==> src/rtl/ir_pkg.sv <==
`default_nettype none
// ============================================================================
// Module : ir_pkg
// Brief  : NEC IR framing constants, transmitter state type, button->command map
// Rev    : 1.0 - initial release
// ============================================================================
package ir_pkg;

  typedef enum logic [2:0] {
    S_IDLE       = 3'd0,
    S_LEAD_MARK  = 3'd1,
    S_LEAD_SPACE = 3'd2,
    S_BIT_MARK   = 3'd3,
    S_BIT_SPACE  = 3'd4,
    S_STOP_MARK  = 3'd5,
    S_GAP        = 3'd6
  } tx_state_e;

  localparam int NEC_LEAD_MARK  = 16;
  localparam int NEC_LEAD_SPACE = 8;
  localparam int NEC_ONE_SPACE  = 3;
  localparam int NEC_ZERO_SPACE = 1;
  localparam int NEC_BITS       = 32;

  // Entry 0 is the rightmost byte; shared with the receive-side code decoder.
  localparam logic [15:0][7:0] BTN_TO_CMD = {
    8'h08, 8'h5E, 8'h18, 8'h0C, 8'h0D, 8'h19, 8'h16, 8'h09,
    8'h15, 8'h07, 8'h43, 8'h40, 8'h44, 8'h47, 8'h46, 8'h45
  };

  function automatic logic is_mark(input tx_state_e s);
    return (s == S_LEAD_MARK) || (s == S_BIT_MARK) || (s == S_STOP_MARK);
  endfunction

endpackage
`default_nettype wire

==> src/rtl/ir_carrier_gen.sv <==
`default_nettype none
// ============================================================================
// Module : ir_carrier_gen
// Brief  : Registered square-wave carrier, high first after clear, 0 when disabled
// Rev    : 1.0 - initial release
// ============================================================================
module ir_carrier_gen #(
  parameter int CARRIER_HALF = 658
) (
  input  logic i_clk,
  input  logic i_reset_n,
  input  logic i_enable,
  input  logic i_clear,
  output logic o_carrier
);

  localparam int c_cnt_w = $clog2(CARRIER_HALF + 1);
  localparam logic [c_cnt_w-1:0] c_cnt_last = c_cnt_w'(CARRIER_HALF - 1);

  logic [c_cnt_w-1:0] r_cnt;
  logic               r_carrier;

  // Enable/clear describe the coming cycle, so the carrier lines up with the envelope register.
  always_ff @(posedge i_clk) begin
    if (!i_reset_n) begin
      r_cnt     <= '0;
      r_carrier <= 1'b0;
    end else if (!i_enable) begin
      r_cnt     <= '0;
      r_carrier <= 1'b0;
    end else if (i_clear) begin
      r_cnt     <= '0;
      r_carrier <= 1'b1;
    end else if (r_cnt == c_cnt_last) begin
      r_cnt     <= '0;
      r_carrier <= ~r_carrier;
    end else begin
      r_cnt     <= r_cnt + 1'b1;
    end
  end

  assign o_carrier = r_carrier;

endmodule
`default_nettype wire

==> src/rtl/ir_encoder_tx.sv <==
`default_nettype none
// ============================================================================
// Module : ir_encoder_tx
// Brief  : NEC pulse-distance IR transmitter with carrier LED and demod outputs
// Rev    : 1.0 - initial release
// ============================================================================
module ir_encoder_tx
  import ir_pkg::*;
#(
  parameter int         UNIT_CYCLES  = 28125,
  parameter int         CARRIER_HALF = 658,
  parameter logic [7:0] ADDRESS      = 8'h00,
  parameter int         GAP_UNITS    = 72
) (
  input  logic       i_clk,
  input  logic       i_reset_n,
  input  logic       i_valid,
  input  logic [3:0] i_button,
  output logic       o_ready,
  output logic       o_busy,
  output logic       o_done,
  output logic       o_ir_envelope,
  output logic       o_ir_led,
  output logic       o_ir_demod
);

  if (UNIT_CYCLES < 2 || CARRIER_HALF < 1 || GAP_UNITS < 1) begin : g_param_check
    $error("ir_encoder_tx: illegal UNIT_CYCLES/CARRIER_HALF/GAP_UNITS");
  end

  localparam int c_max_units = (GAP_UNITS > NEC_LEAD_MARK) ? GAP_UNITS : NEC_LEAD_MARK;
  localparam int c_presc_w   = $clog2(UNIT_CYCLES);
  localparam int c_unit_w    = $clog2(c_max_units + 1);
  localparam logic [c_presc_w-1:0] c_presc_last = c_presc_w'(UNIT_CYCLES - 1);

  tx_state_e            r_state, w_state_nxt;
  logic [c_presc_w-1:0] r_presc, w_presc_nxt;
  logic [c_unit_w-1:0]  r_units, w_units_nxt, w_len_m1;
  logic [4:0]           r_bit_idx, w_bit_nxt;
  logic [31:0]          r_frame;
  logic [7:0]           w_cmd;
  logic                 w_accept, w_last_clk, w_led;
  logic                 r_ready, r_busy, r_done, r_env, r_demod;

  assign w_accept = i_valid && (r_state == S_IDLE);
  assign w_cmd    = BTN_TO_CMD[i_button];

  always_comb begin
    w_len_m1 = '0;
    case (r_state)
      S_LEAD_MARK:  w_len_m1 = c_unit_w'(NEC_LEAD_MARK - 1);
      S_LEAD_SPACE: w_len_m1 = c_unit_w'(NEC_LEAD_SPACE - 1);
      S_BIT_SPACE:  w_len_m1 = r_frame[r_bit_idx] ? c_unit_w'(NEC_ONE_SPACE - 1)
                                                  : c_unit_w'(NEC_ZERO_SPACE - 1);
      S_GAP:        w_len_m1 = c_unit_w'(GAP_UNITS - 1);
      default:      w_len_m1 = '0;
    endcase
  end

  assign w_last_clk = (r_presc == c_presc_last) && (r_units == w_len_m1);

  always_comb begin
    w_state_nxt = r_state;
    w_presc_nxt = r_presc;
    w_units_nxt = r_units;
    w_bit_nxt   = r_bit_idx;
    if (r_state == S_IDLE) begin
      if (w_accept) begin
        w_state_nxt = S_LEAD_MARK;
        w_presc_nxt = '0;
        w_units_nxt = '0;
        w_bit_nxt   = '0;
      end
    end else if (w_last_clk) begin
      w_presc_nxt = '0;
      w_units_nxt = '0;
      case (r_state)
        S_LEAD_MARK:  w_state_nxt = S_LEAD_SPACE;
        S_LEAD_SPACE: w_state_nxt = S_BIT_MARK;
        S_BIT_MARK:   w_state_nxt = S_BIT_SPACE;
        S_BIT_SPACE: begin
          // Index wraps 31 -> 0 naturally, leaving it clean for the next frame.
          w_bit_nxt   = r_bit_idx + 1'b1;
          w_state_nxt = (r_bit_idx == 5'(NEC_BITS - 1)) ? S_STOP_MARK : S_BIT_MARK;
        end
        S_STOP_MARK:  w_state_nxt = S_GAP;
        default:      w_state_nxt = S_IDLE;
      endcase
    end else if (r_presc == c_presc_last) begin
      w_presc_nxt = '0;
      w_units_nxt = r_units + 1'b1;
    end else begin
      w_presc_nxt = r_presc + 1'b1;
    end
  end

  // Outputs are registered from next-state values so they track r_state exactly.
  always_ff @(posedge i_clk) begin
    if (!i_reset_n) begin
      r_state   <= S_IDLE;
      r_presc   <= '0;
      r_units   <= '0;
      r_bit_idx <= '0;
      r_frame   <= '0;
      r_ready   <= 1'b1;
      r_busy    <= 1'b0;
      r_done    <= 1'b0;
      r_env     <= 1'b0;
      r_demod   <= 1'b1;
    end else begin
      r_state   <= w_state_nxt;
      r_presc   <= w_presc_nxt;
      r_units   <= w_units_nxt;
      r_bit_idx <= w_bit_nxt;
      if (w_accept) begin
        r_frame <= {~w_cmd, w_cmd, ~ADDRESS, ADDRESS};
      end
      r_ready   <= (w_state_nxt == S_IDLE);
      r_busy    <= (w_state_nxt != S_IDLE);
      r_done    <= (w_state_nxt == S_GAP) && (w_presc_nxt == c_presc_last)
                   && (w_units_nxt == c_unit_w'(GAP_UNITS - 1));
      r_env     <= is_mark(w_state_nxt);
      r_demod   <= ~is_mark(w_state_nxt);
    end
  end

  ir_carrier_gen #(
    .CARRIER_HALF (CARRIER_HALF)
  ) u_carrier (
    .i_clk     (i_clk),
    .i_reset_n (i_reset_n),
    .i_enable  (is_mark(w_state_nxt)),
    .i_clear   (is_mark(w_state_nxt) && !is_mark(r_state)),
    .o_carrier (w_led)
  );

  assign o_ready       = r_ready;
  assign o_busy        = r_busy;
  assign o_done        = r_done;
  assign o_ir_envelope = r_env;
  assign o_ir_led      = w_led;
  assign o_ir_demod    = r_demod;

endmodule
`default_nettype wire

==> config.mk <==
export PLATFORM = sky130hd
export DESIGN_NAME = ir_encoder_tx
export DESIGN_NICKNAME = d
export VERILOG_FILES = /design/src/rtl/ir_pkg.sv /design/src/rtl/ir_carrier_gen.sv /design/src/rtl/ir_encoder_tx.sv
export SDC_FILE = /design/constraint.sdc
export NUM_CORES = 1
export LEC_CHECK = 0
export BUFFER_PORTS_ARGS = -buffer_cell sky130_fd_sc_hd__buf_2
export CORE_ASPECT_RATIO = 1.1
export CORE_UTILIZATION = 45
export DETAILED_ROUTE_END_ITERATION = 16
export PLACE_DENSITY = 0.68
export SKIP_LAST_GASP = 1
export SLEW_MARGIN = 5
export SYNTH_ARGS = -nofsm -noshare
export SYNTH_HDL_FRONTEND = slang
export SYNTH_SLANG_ARGS = --single-unit
==> constraint.sdc <==
create_clock -name i_clk -period 2.3 [get_ports i_clk]
set_clock_uncertainty 0.05 [all_clocks]
set_input_delay 0.115 -clock i_clk [delete_from_list [all_inputs] [get_ports i_clk]]
set_output_delay 0.115 -clock i_clk [all_outputs]
set_load 0.01 [all_outputs]
==> results of run 1 <==
==> power by group <==
group	internal, W	switching, W
Sequential	0.00105	0.0000190
Clock	0.000617	0.000473
Combinational	0.000124	0.000172
Total	0.00179	0.000664
==> metrics by stage <==
stage	power, W	hold WS (ns)
after CTS	0.00246	0.0946
after global routing	0.00256	0.115
after floorplan	0.00126	0.338
after detailed placement	0.00136	0.398
after global placement	0.00136	0.392
final	0.00246	0.104
==> tightest hold or removal path, cell delays in order <==
cell and delay [ns]:
buf_2 0.17, nand3_1 0.10, a21oi_1 0.07
==> metal layers <==
metal	share of wire, %	routed length (µm)	global-route usage [%]	up-vias
met2	48	4570	40.0	104
met3	5.2	496	6.27	31
met1	43	4130	29.3	1664
met4	3.3	309	11.6	0
li1	-	-	-	1705
met5	0	0	0	-
==> timing repair <==
action / CTS / global route
hold buffers: 0 / 0
endpoints found under the setup margin: 28 / 46
setup buffers: 4 / 6
gates cloned: 0 / 1
gates resized for setup: 14 / 25
pin swaps: 0 / 10
==> kinds of logic (layout without fill, tap and decap cells) <==
| kind of cell | count (synthesis) | count (layout) | synth area share (%) |
|---|---|---|---|
| buffers and inverters | 42 | 130 | 5.92 |
| flip-flops | 59 | 59 | 34.5 |
| AND/OR/NAND/NOR | 193 | 193 | 30.1 |
| multiplexers | 11 | 11 | 3.98 |
| XOR/XNOR | 13 | 13 | 3.32 |
| adder cells (fa/ha/maj) | 11 | 11 | 4.02 |
| AO/OA/AOI/OAI | 94 | 94 | 18.2 |
==> final timing paths <==
kind / start / endpoint / slack [ns]
worst max-delay path: r_presc[0] / o_done / -0.58
worst min-delay path: i_button[3] / r_frame[19] / 0.10
worst max register to register: r_presc[0] / o_done / -0.58
worst min register to register: r_frame[18] / r_frame[18] / 0.40
==> final cells by class <==
class,count,area share (%)
timing repair buffer,97,15.9
multi-input combinational,322,49.2
sequential,59,26.1
tap,87,2.39
clock inverter,7,2.20
clock buffer,9,2.72
inverter,17,1.46
==> registers in the layout (all words and copies together) (netlist names) <==
| register | flops |
|---|---|
| r_frame | 13 |
| r_state | 3 |
| r_bit_idx | 5 |
| o_ir_demod | 1 |
| o_ready | 1 |
| o_done | 1 |
| u_carrier.r_cnt | 10 |
| o_busy | 1 |
| r_units | 7 |
| o_ir_envelope | 1 |
| r_presc | 15 |
| u_carrier.o_carrier | 1 |
==> cells in the final DEF, fill, tap and decap left out, types with 4 or more instances in the layout <==
cell type and n:
inv_1 15, nand2_1 40, or3_1 5, nand3_1 25, o21ai_0 17, nor3_1 9
buf_4 79, ha_1 10, xnor2_1 7, buf_6 5, a31oi_1 7, nor2_1 45
o211ai_1 4, nand4_1 11, and3_1 7, a21oi_1 23, clkbuf_8 9, nor4_1 4
nor2_4 4, a21oi_2 4, dfxtp_1 56, xor2_1 6, and2_1 6, buf_2 12
nand2b_1 5, mux2i_1 7
==> results.yml, run 1 <==
yosys:
  synth_area_leader_cell: "dfxtp_1"
  synth_area_leaders: "dfxtp_1 34%, nor2_1 5.3%, nand2_1 4.7%"
  synthTopCellsByCount: "59 x dfxtp_1, 48 x nor2_1, 43 x nand2_1"
  yosysWarnings: 0
  async_reset_ff_share_pct: 0
  postSynthCellCount: 423
  synth_top_flop_cell: "dfxtp_1"
  synth_top_area_share_pct: 34.5
  ys_types: 69
  yosysMostFrequentCell: "dfxtp_1"
  synth_edf_count: 0
  synth-seq-cells: 59
  synth_nets: 441
  yosysSeqAreaShare_pct: 34.5
  syn_area_per_cell_um2: 8.10
  synth_area_um2: 3420
global_routing:
  grtUsageTotal_pct: 24.2
  antenna_found_initial: 0
  grt_max_degree: 30
  grt_pass1_wl_mm: 15.0
  grt_pass1_vias: 3259
  overflow: 0
worst_setup_path:
  critPathArrivalTime_ns: 3.09
  crit_cells: 10
  crit_fanout: 2
  critical_path_buf_inv_count: 1
  rr_worst_depth: 10
  crit_type: "flop to flop"
  cp_slowest_cell: "or4_4"
  required_ns: 2.51
  cpPeakStageDelay_ns: 0.59
  setup.worst_path.end_class: "flop"
  cp_cell_sequence: "inv_4 -> ha_4 -> nand4bb_1 -> or4_4 -> nor4b_4 -> a211oi_1 -> or4_1 -> nor4_2 -> nand4_1 -> nor4b_2"
  path_delay_family: "simple AND/OR/NAND/NOR gates"
  start_kind: "flop"
layout:
  multi_input_area_um2: 2240
  fin_nets: 524
  syn2layout_area_growth_pct: 32.9
  fill_cells: 631
  finalNonFillerCells: 598
  postLayoutCellArea_um2: 4550
  diodes: 0
  final_util_pct: 61.6
  seq_area_um2: 1190
  drive_gt1_share_pct: 32.1
timing:
  finalHoldViolCount: 0
  drv_slew: 0
  grt_setup_unrepaired: "yes"
  timing.final.crit_share_pct: 125
  setup_tns_ns: -11.34
  setup_ws_ns: -0.578
  relSlewSlack_pct: 60.1
  setup_viol: 41
  period_minus_slack_ns: 2.88
  worst_pin_slew_ns: 0.592
  fmax_mhz: 347
die:
  dieArea_um2: 7960
  die_h_um: 93.5
  core-area_um2: 7390
  num_rows: 33
  initial_core_util_pct: 46.3
  fp.dieW_um: 85.2
  num_io_pins: 13
clocking:
  path_clk_slew_ns: 0.08
  clock_sinks: 59
  numCtsBuffers: 9
  h-tree-depth: 3
  clock-root-buffer: "clkbuf_8"
  worstSkewPairLatency_ns: 0.35
  clk_path_buf_depth: 2
  cts_tree: "built"
drt:
  dr.pass1.iters: 4
  wl_mm: 9.50
  via_count: 3504
  wl_per_cell_um: 15.9
  route.detailed.drc: 0
  viasPerCell: 5.86
  ant_nets: 0
  drt_iter0_markers: 200
outcome:
  status: "complete, but fails checks"
  violations: "negative setup slack"
pwr:
  ir_drop_v: 0.000265
  p_leak_nw: 1.80
  power_density_nw_per_um2: 540
placed_design:
  place_congestion: 0.914
  dpl.hpwl_mm: 6.57
  place_area_um2: 4100
  dpl.cell_count: 572
  place_ws_ns: -0.543
  io_buffers: 12
hold_path:
  hold_class: "input pin to flop"
  hold_depth: 3
job:
  max_cap_viol_count: 0
Note: power is estimated with default switching activity, not from simulation.
==> inputs of run 2 (changes only) <==
Settings changed: CORE_MARGIN set to 2.
==> results.yml, run 2 (same netlist as run 1, synthesis figures left out) <==
pwr:
  power_density_nw_per_um2: 501
  ir_drop_v: 0.000227
  power_w: 0.00235
  p_leak_nw: 1.84
clocking:
  clock_sinks: 59
  cts_tree: "built"
  h-tree-depth: 3
  clk_path_buf_depth: 2
  path_clk_slew_ns: 0.08
  numCtsBuffers: 9
  hold_buffers: 0
  clock-root-buffer: "clkbuf_8"
  worstSkewPairLatency_ns: 0.35
layout:
  reg_top3: "r_presc: 15 flops, r_frame: 13 flops, u_carrier.r_cnt: 10 flops"
  largest_register: "r_presc"
  final_common_cell: "buf_4"
  postLayoutCellArea_um2: 4700
  final_cell_mix: "75 x buf_4, 55 x dfxtp_1, 40 x nand2_1"
  fin_nets: 528
  largest_reg_flops: 15
  diodes: 0
  drive_gt1_share_pct: 35.0
  syn2layout_area_growth_pct: 37.3
timing:
  finalHoldViolCount: 0
  grt_setup_unrepaired: "yes"
  fmax_mhz: 367
  drv_slew: 0
  setup_tns_ns: -8.03
  setup_ws_ns: -0.427
  relSlewSlack_pct: 61.7
  setup_viol: 31
  worst_pin_slew_ns: 0.568
  timing.final.crit_share_pct: 119
  period_minus_slack_ns: 2.73
drt:
  wl_mm: 9.69
  drt_iter0_markers: 266
  via_count: 3517
  dr.pass1.iters: 4
  viasPerCell: 5.84
  route.detailed.drc: 0
  ant_nets: 0
  wl_per_cell_um: 16.1
worst_setup_path:
  timing.rr.end: "o_done"
  setup.worst_path.end_class: "flop"
  crit_fanout: 3
  critPathArrivalTime_ns: 2.94
  r2r_slack_ns: -0.43
  r2r_start: "r_presc[0]"
  required_ns: 2.51
  crit_type: "flop to flop"
  start_kind: "flop"
  rr_worst_depth: 10
global_routing:
  overflow: 0
  grt_max_degree: 30
  grt_pass1_vias: 3279
  grt_pass1_wl_mm: 15.2
  antenna_found_initial: 0
  grtUsageTotal_pct: 23.4
outcome:
  violations: "negative setup slack"
  status: "complete, but fails checks"
placed_design:
  place_congestion: 0.903
  io_buffers: 12
  place_area_um2: 4100
  dpl.hpwl_mm: 6.65
hold_path:
  worstHoldStart: "i_button[3]"
  hold_depth: 3
  min_to: "r_frame[19]"
  hold_class: "input pin to flop"
die:
  dieArea_um2: 8320
  initial_core_util_pct: 46.1
  fp.dieW_um: 87.2
  core-area_um2: 7430
  num_rows: 33
  num_io_pins: 13
  die_h_um: 95.5
job:
  max_cap_viol_count: 0
[run 2: cell types whose count changed in the layout (fill, tap and decap cells not counted), moves of 2 or more]
cell,delta
clkinv_4,-2
o31ai_4,+2
nand2_4,-3
buf_6,+8
nor2_1,-6
o21ai_2,-2
nor2_2,+6
o31ai_2,-2
o21ai_1,-3
o21ai_0,+4
buf_4,-4
nand2_8,+2
[run 2: power by group]
group          internal, W  switching, W  total (W)
registers          0.00105     0.0000202    0.00107
logic             0.000134      0.000178   0.000312
clock network     0.000508      0.000463   0.000970
[run 2: how the worst max path moves through the flow]
| stage | end | slack [ns] | from | depth (start not counted) |
|---|---|---|---|---|
| floorplan | o_done | -0.24 | r_presc[0] | 10 |
| global placement | o_done | -0.28 | r_presc[0] | 10 |
| detailed placement | o_done | -0.44 | r_presc[0] | 10 |
| CTS | o_done | -0.38 | r_presc[0] | 10 |
| global route | o_done | -0.57 | r_presc[0] | 10 |
| finish | o_done | -0.43 | r_presc[0] | 10 |
[run 2: critical path, stage by stage, from the launching register on]
cell	delay (ns)
dfxtp_4	0.36
inv_4	0.06
ha_4	0.15
nand4bb_4	0.11
or4_4	0.54
nor4b_4	0.23
a211oi_1	0.09
or4_1	0.44
nor4_2	0.19
nand4_1	0.15
nor4b_2	0.28
[run 2: cell type report]
type                    instances  area (µm²)
fillers                       596        2730
clock buffers                   9         124
clock inverters                 7        75.1
inverters                      17        66.3
multi-input cells             322        2350
flip-flops and latches         59        1190
repair buffers                101         790
well taps                      87         109
[run 2: stage by stage]
step,worst slack [ns],utilization (%),hold WS (ns),instances
floorplan,-0.243,-,0.338,423
global placement,-0.280,55.2,0.389,572
detailed placement,-0.443,55.2,0.400,572
CTS,-0.385,59.7,0.0939,592
global route,-0.568,63.2,0.0928,602
finish,-0.427,63.2,0.101,602
[run 2: per-layer routing]
metal / global-route usage [%] / wire length, µm / vias to the layer above
li1: - / - / 1713
met1: 28.5 / 4240 / 1672
met2: 38.3 / 4750 / 105
met3: 4.76 / 427 / 27
met4: 12.9 / 276 / 0
met5: 0 / 0 / -
[run 2: what timing repair did]
item / CTS / global route
gates resized for setup: 20 / 40
buffers inserted: 4 / 12
cloned: 0 / 0
pin swaps: 19 / 23
setup endpoints to repair: 30 / 42
==> inputs of run 3 (changes only) <==
==> constraint.sdc (replaced) <==
create_clock -name i_clk -period 2.3 [get_ports i_clk]
set_clock_uncertainty 0.05 [all_clocks]
set_input_delay 0 -clock i_clk [delete_from_list [all_inputs] [get_ports i_clk]]
set_output_delay 0 -clock i_clk [all_outputs]
set_load 0.01 [all_outputs]
==> results.yml, run 3 (same netlist as run 1, synthesis figures left out) <==
timing:
  relSlewSlack_pct: 61.5
  setup_tns_ns: -8.00
  period_minus_slack_ns: 2.72
  worst_pin_slew_ns: 0.570
  drv_slew: 0
  finalHoldViolCount: 0
  setup_ws_ns: -0.417
  fmax_mhz: 368
  grt_setup_unrepaired: "yes"
  timing.final.crit_share_pct: 118
  setup_viol: 31
die:
  num_io_pins: 13
  dieArea_um2: 8320
  die_h_um: 95.5
  num_rows: 33
  initial_core_util_pct: 46.1
  fp.dieW_um: 87.2
  core-area_um2: 7430
worst_setup_path:
  required_ns: 2.51
  crit_fanout: 3
  crit_type: "flop to flop"
  critPathArrivalTime_ns: 2.93
  setup.worst_path.end_class: "flop"
  start_kind: "flop"
global_routing:
  grtUsageTotal_pct: 23.5
  grt_max_degree: 30
  antenna_found_initial: 0
  grt_pass1_vias: 3312
  grt_pass1_wl_mm: 15.2
  overflow: 0
job:
  max_cap_viol_count: 0
layout:
  multi_input_area_um2: 2350
  largest_reg_flops: 15
  final_cell_mix: "75 x buf_4, 55 x dfxtp_1, 40 x nand2_1"
  reg_top3: "r_presc: 15 flops, r_frame: 13 flops, u_carrier.r_cnt: 10 flops"
  largest_register: "r_presc"
  syn2layout_area_growth_pct: 38.2
  fill_cells: 598
  final_common_cell: "buf_4"
  fin_nets: 531
  drive_gt1_share_pct: 34.9
  diodes: 0
  seq_area_um2: 1190
  finalNonFillerCells: 605
  final_util_pct: 63.7
drt:
  viasPerCell: 5.79
  wl_per_cell_um: 16.2
  wl_mm: 9.80
  via_count: 3500
  dr.pass1.iters: 5
  route.detailed.drc: 0
  drt_iter0_markers: 263
  ant_nets: 0
placed_design:
  dpl.cell_count: 572
  place_congestion: 0.903
  io_buffers: 12
  place_ws_ns: -0.443
  dpl.hpwl_mm: 6.65
clocking:
  worstSkewPairLatency_ns: 0.35
  clock_sinks: 59
  cts_tree: "built"
  clk_path_buf_depth: 2
  clock-root-buffer: "clkbuf_8"
  h-tree-depth: 3
  path_clk_slew_ns: 0.08
  numCtsBuffers: 9
pwr:
  ir_drop_v: 0.000226
  power_density_nw_per_um2: 499
  p_leak_nw: 1.85
hold_path:
  hold_class: "input pin to flop"
outcome:
  violations: "negative setup slack"
  status: "complete, but fails checks"
[run 3: changes by cell type in the layout (fill, tap and decap cells not counted)]
cell           delta
dlygate4sd3_1     +3
nor2_2            +1
nor2_1            -1
[run 3: final cells by class]
| class | count | area share [%] |
|---|---|---|
| flip-flops and latches | 59 | 25.2 |
| clock buffers | 9 | 2.62 |
| well taps | 87 | 2.30 |
| clock inverters | 7 | 1.59 |
| inverters | 17 | 1.40 |
| multi-input cells | 322 | 49.6 |
| repair buffers | 104 | 17.3 |
[run 3: critical path, cell delays in order, from the launching register on]
cell and delay [ns]:
dfxtp_4 0.36, inv_4 0.06, ha_4 0.15, nand4bb_4 0.11, or4_4 0.54, nor4b_4 0.23
a211oi_1 0.09, or4_1 0.44, nor4_2 0.18, nand4_1 0.14, nor4b_2 0.28
[run 3: final timing paths]
kind                from  slack, ns          end  cells past startpoint
max           r_presc[0]      -0.42       o_done                     10
min          i_button[1]       0.06  r_frame[22]                      4
max reg2reg   r_presc[0]      -0.42       o_done                     10
min reg2reg  r_frame[16]       0.41  r_frame[16]                      2
[run 3: power by group]
group	switching [W]	total, W	internal, W	leakage (nW)
clock	0.000465	0.000972	0.000507	0.101
combinational	0.000180	0.000317	0.000137	1.27
sequential	0.0000200	0.00107	0.00105	0.483
[run 3: stage by stage]
stage               power, W  cell area [µm²]  hold slack (ns)
finish               0.00236             4730           0.0637
global route         0.00246             4730           0.0979
floorplan            0.00126             3520            0.223
global placement     0.00137             4100            0.328
CTS                  0.00235             4470           0.0564
detailed placement   0.00138             4100            0.343
[run 3: routing by layer]
layer / vias to the layer above / global-route usage (%) / wire length, µm
li1: 1718 / - / -
met1: 1656 / 28.6 / 4270
met2: 102 / 38.6 / 4830
met3: 24 / 4.76 / 456
met4: 0 / 12.9 / 238
met5: - / 0 / 0
[run 3: what timing repair did]
| item | 4_1_cts | 5_1_grt |
|---|---|---|
| hold buffers | 3 | 0 |
| pin swaps | 19 | 23 |
| gates resized for setup | 20 | 41 |
| setup buffers | 4 | 12 |
| endpoints found under the hold margin | 7 | 0 |
| endpoints found under the setup margin | 30 | 42 |
